**src/rtl/alu_pkg.sv**
```systemverilog
// Shared ALU opcode constants and the sharing-controller FSM encoding.
package alu_pkg;

    localparam logic [2:0] OP_NOP0 = 3'b000;
    localparam logic [2:0] OP_NOP1 = 3'b001;
    localparam logic [2:0] OP_ADD  = 3'b010;
    localparam logic [2:0] OP_SUB  = 3'b011;
    localparam logic [2:0] OP_SHL  = 3'b100;
    localparam logic [2:0] OP_SHR  = 3'b101;
    localparam logic [2:0] OP_ADDI = 3'b110;
    localparam logic [2:0] OP_SUBI = 3'b111;

    typedef enum logic [1:0] {
        IDLE = 2'd0,
        EXEC = 2'd1,
        RESP = 2'd2
    } state_t;

endpackage

```
**src/rtl/rr_arb2.sv**
```systemverilog
// Two-way round-robin pick; on a tie the requester that did not win last time gets the grant.
module rr_arb2 (
    input  logic [1:0] valid,
    input  logic       last_grant,
    output logic [1:0] grant
);

    always_comb begin
        grant = valid;
        if (valid == 2'b11)
            grant = last_grant ? 2'b01 : 2'b10;
    end

endmodule

```
**src/rtl/alu_share_ctrl.sv**
```systemverilog
// Shares one external combinational ALU between two valid/ready requesters:
// accept in IDLE, drive the ALU for one EXEC cycle, hold the result in RESP until taken.
module alu_share_ctrl
    import alu_pkg::*;
#(
    parameter int W     = 32,
    parameter int CNT_W = 16
) (
    input  logic             clk,
    input  logic             rst,
    input  logic             req0_valid,
    output logic             req0_ready,
    input  logic [W-1:0]     req0_a,
    input  logic [W-1:0]     req0_b,
    input  logic [2:0]       req0_op,
    input  logic             req1_valid,
    output logic             req1_ready,
    input  logic [W-1:0]     req1_a,
    input  logic [W-1:0]     req1_b,
    input  logic [2:0]       req1_op,
    output logic             rsp0_valid,
    input  logic             rsp0_ready,
    output logic [W-1:0]     rsp0_data,
    output logic             rsp1_valid,
    input  logic             rsp1_ready,
    output logic [W-1:0]     rsp1_data,
    output logic [W-1:0]     alu_a,
    output logic [W-1:0]     alu_b,
    output logic [2:0]       alu_op,
    input  logic [W-1:0]     alu_result,
    output logic             busy,
    output logic [CNT_W-1:0] ops_done
);

    state_t         state, state_nxt;
    logic [1:0]     grant;
    logic [W-1:0]   opnd_a, opnd_b, result_reg;
    logic [2:0]     opnd_op;
    logic           owner, last_grant;
    logic           accept, rsp_hs;

    rr_arb2 u_arb (
        .valid      ({req1_valid, req0_valid}),
        .last_grant (last_grant),
        .grant      (grant)
    );

    assign accept = (state == IDLE) && (grant != 2'b00);
    assign rsp_hs = (state == RESP) && (owner ? rsp1_ready : rsp0_ready);

    // Data lines stay on the result register; only the valids say who owns it.
    assign rsp0_data = result_reg;
    assign rsp1_data = result_reg;

    always_comb begin
        state_nxt  = state;
        req0_ready = 1'b0;
        req1_ready = 1'b0;
        rsp0_valid = 1'b0;
        rsp1_valid = 1'b0;
        alu_a      = '0;
        alu_b      = '0;
        alu_op     = OP_NOP0;
        busy       = (state != IDLE);
        case (state)
            IDLE: begin
                req0_ready = grant[0];
                req1_ready = grant[1];
                if (grant != 2'b00)
                    state_nxt = EXEC;
            end
            EXEC: begin
                alu_a     = opnd_a;
                alu_b     = opnd_b;
                alu_op    = opnd_op;
                state_nxt = RESP;
            end
            RESP: begin
                rsp0_valid = ~owner;
                rsp1_valid = owner;
                if (rsp_hs)
                    state_nxt = IDLE;
            end
            default: state_nxt = IDLE;
        endcase
    end

    always_ff @(posedge clk or posedge rst) begin
        if (rst)
            state <= IDLE;
        else
            state <= state_nxt;
    end

    // last_grant resets to 1 so requester 0 wins the first tie.
    always_ff @(posedge clk or posedge rst) begin
        if (rst) begin
            opnd_a     <= '0;
            opnd_b     <= '0;
            opnd_op    <= OP_NOP0;
            owner      <= 1'b0;
            last_grant <= 1'b1;
            result_reg <= '0;
            ops_done   <= '0;
        end else begin
            if (accept) begin
                opnd_a  <= grant[1] ? req1_a  : req0_a;
                opnd_b  <= grant[1] ? req1_b  : req0_b;
                opnd_op <= grant[1] ? req1_op : req0_op;
                owner   <= grant[1];
            end
            if (state == EXEC)
                result_reg <= alu_result;
            if (rsp_hs) begin
                last_grant <= owner;
                ops_done   <= ops_done + CNT_W'(1);
            end
        end
    end

endmodule

```
**config.mk**
```make
export PLATFORM = sky130hd
export DESIGN_NAME = alu_share_ctrl
export DESIGN_NICKNAME = d
export VERILOG_FILES = /design/src/rtl/alu_pkg.sv /design/src/rtl/rr_arb2.sv /design/src/rtl/alu_share_ctrl.sv
export SDC_FILE = /design/constraint.sdc
export NUM_CORES = 1
export LEC_CHECK = 0
export CELL_PAD_IN_SITES_DETAIL_PLACEMENT = 1
export CELL_PAD_IN_SITES_GLOBAL_PLACEMENT = 1
export CORE_AREA = 4 4 156 158
export DETAILED_ROUTE_END_ITERATION = 7
export DIE_AREA = 0 0 160 162
export PLACE_DENSITY = 0.88
export SYNTH_ARGS = -nofsm -noshare
export SYNTH_HDL_FRONTEND = slang
export SYNTH_SLANG_ARGS = --single-unit
```
**constraint.sdc**
```tcl
create_clock -name clk -period 3.2 [get_ports clk]
set_clock_uncertainty 0.1 [all_clocks]
set_input_delay 0.32 -clock clk [delete_from_list [all_inputs] [get_ports clk]]
set_output_delay 0.32 -clock clk [all_outputs]
set_load 0.05 [all_outputs]
```
==> impl_metrics.ini <==
[critical_path]
rr_endpoint = opnd_b[7]
cp-end-kind = output port
r2r-start = state[1]
path_class = reg2out
critPathSlowestCell = clkdlybuf4s50_1
cp_cell_sequence = nor2b_4 -> buf_12 -> and2_1 -> clkdlybuf4s50_1
required_ps = 2780
cp-start-kind = flop
reg2reg_depth = 6
slowest_delay_ps = 810
rrSetupSlack_ps = 1350
cp_data_arrival_time_ps = 2350
critPathMaxFanout = 74

[finish]
multi_input_area_um2 = 2470
final_area_um2 = 9789
fill_cells = 2549
fin_nets = 1007
antennaDiodeCount = 0
drive_gt1_frac = 0.05667
post-route-util = 0.4234
seq_area_um2 = 2979
instances_no_fill = 1137
area_delta_synth_final_pct = 65.41

[sta]
tightest_slew_ps = 652.2
finalMaxSlewViolations = 0
finalCritPeriodShare = 0.8648
max_freq_mhz = 361.4
layout_setup_ws_ps = 432.7
max_slew_margin = 0.5652
finalHoldViolCount = 0
setup_viol_count_final = 0
rsz0062_at_grt = false
hold_ws_ps = 370.8
finalSetupTns_ps = 0
period_minus_slack_ps = 2767

[yosys]
synth_top_cell_by_area = dfrtp_1
synth-seq-cells = 119
syn-num-nets = 721
synth_edf_count = 0
synth_cells = 548
ys_seq_area_frac = 0.5034
yosysMostFrequentCell = dfrtp_1
synthTopCellsByArea = dfrtp_1 50%, mux2i_1 12%, and2_1 7.2%
yosys-top-cells-count = 118 x dfrtp_1, 71 x nor2_1, 68 x and2_1, 68 x mux2i_1, 67 x a21oi_1
synth_area_um2 = 5918
yosysWarningCount = 0
synth_top_flop_cell = dfrtp_1
syn_avg_cell_area_um2 = 10.80
synth_top_area_frac = 0.4989
synth_cell_types = 32
async_reset_ff_frac = 1.000

[route]
drtPass1Iterations = 4
wire_per_inst_um = 17.41
antenna_left = 0
drc = 0
drt-vias-per-instance = 4.402
drtIter0Drc = 178
wirelength_um = 19800
via_count = 5005

[place]
port_buffers = 323
post_dp_cell_area_um2 = 9190
hpwl_um = 15060
dp_slack_ps = 787.3
place_congestion = 0.7474
dp_cells = 1105

[clocking]
post_cts_buffers = 0
htreeDepth = 4
clk_transition_reported_paths_ps = 60
cts.sinks = 119
clockRootBuffer = clkbuf_16
numCtsBuffers = 17
clock_latency_ps = 410
cts_resized = 0
hold_buffers = 0
cts_max_path_buffers = 2
cts_tree = built

[die]
fp.dieW_um = 160
num_rows = 56
die_h_um = 162
initial_core_util = 0.2560
ios = 324
dieArea_um2 = 25920
core_area_um2 = 23120

[job]
cap_violations = 0

[grt]
grt_pass1_vias = 5557
grt_pass1_wl_um = 31120
grt_overflow = 0
grtUsageTotal = 0.1517
grt_antenna_before_repair = 0
grt_max_degree = 120

[pwr]
power_density_nw_per_um2 = 1166
p_leak_nw = 4.043
ir_drop_mv = 0.4696
power_mw = 11.41

[min_path]
hold_path.class = in2async

[outcome]
outcome = completed
==> power breakdown <==
part | internal (mW) | leakage (nW) | total (mW) | switching, mW
clock network | 1.24 | 0.294 | 1.96 | 0.715
logic | 2.35 | 2.37 | 6.81 | 4.45
registers | 2.20 | 1.38 | 2.64 | 0.444
==> cells by family after synthesis <==
| kind of cell | Yosys count | share of synthesized area |
|---|---|---|
| adders and majority gates | 1 | 0.002114 |
| AOI/OAI and AO/OA | 73 | 0.06512 |
| xor gates and xnor gates | 15 | 0.02220 |
| muxes | 102 | 0.1797 |
| and+or+nand+nor | 167 | 0.1444 |
| buffers and inverters | 71 | 0.08309 |
| DFF | 119 | 0.5034 |
==> cell usage in the layout (no fill, tap or decap), types with 2 or more instances in the layout <==
| cell | Yosys | routed |
|---|---|---|
| nand3_1 | 4 | 4 |
| bufinv_16 | 0 | 3 |
| buf_4 | 44 | 7 |
| clkinv_4 | 0 | 4 |
| and3_1 | 6 | 6 |
| clkinvlp_4 | 0 | 2 |
| clkinv_2 | 0 | 4 |
| clkbuf_1 | 6 | 2 |
| buf_12 | 2 | 4 |
| and4_1 | 3 | 3 |
| inv_1 | 5 | 4 |
| clkbuf_16 | 0 | 17 |
| and2_1 | 68 | 68 |
| dfrtp_1 | 118 | 118 |
| xnor2_1 | 10 | 10 |
| nand4_1 | 2 | 2 |
| nor2_1 | 71 | 71 |
| clkdlybuf4s50_1 | 0 | 322 |
| nand2_1 | 7 | 7 |
| xor2_1 | 5 | 5 |
| a21oi_1 | 67 | 67 |
| mux2_1 | 34 | 34 |
| mux2i_1 | 68 | 68 |
==> worst max-delay path, delay by kind of cell, from the launching register on <==
| kind | cells | cell delay, ps |
|---|---|---|
| buffers and inverters | 2 | 1120 |
| AND/OR/NAND/NOR | 2 | 360 |
| flip-flops | 1 | 420 |
==> registers in the layout, indices dropped and copies added (netlist names) <==
| name | cells |
|---|---|
| opnd_b | 32 |
| opnd_a | 32 |
| owner | 1 |
| state | 2 |
| opnd_op | 3 |
| ops_done | 16 |
| last_grant | 1 |
| rsp0_data | 32 |
==> layer usage <==
metal / up-vias / routed length (µm) / track usage
met5: - / 0 / 0
met4: 0 / 153 / 0.03090
met3: 10 / 1359 / 0.05075
met2: 199 / 10370 / 0.2836
met1: 2415 / 7914 / 0.1680
li1: 2381 / - / -
==> cell type report <==
cell class              count  area share
clock inverters            12     0.01559
well taps                 290     0.03707
flip-flops and latches    119      0.3043
multi-input cells         358      0.2523
repair buffers            333      0.3428
clock buffers              20     0.04563
inverters                   5    0.002301
==> how the worst max path moves through the flow <==
stage / startpoint / to / slack, ps / depth (start not counted)
floorplan: state[1] / req0_ready / 750 / 3
global route: state[1] / alu_b[12] / 320 / 4
CTS: state[1] / alu_b[12] / 400 / 4
finish: state[1] / alu_b[12] / 430 / 4
detailed placement: req0_valid / req0_ready / 790 / 4
global placement: req0_valid / req0_ready / 790 / 4
Note: power is estimated with default switching activity, not from simulation.
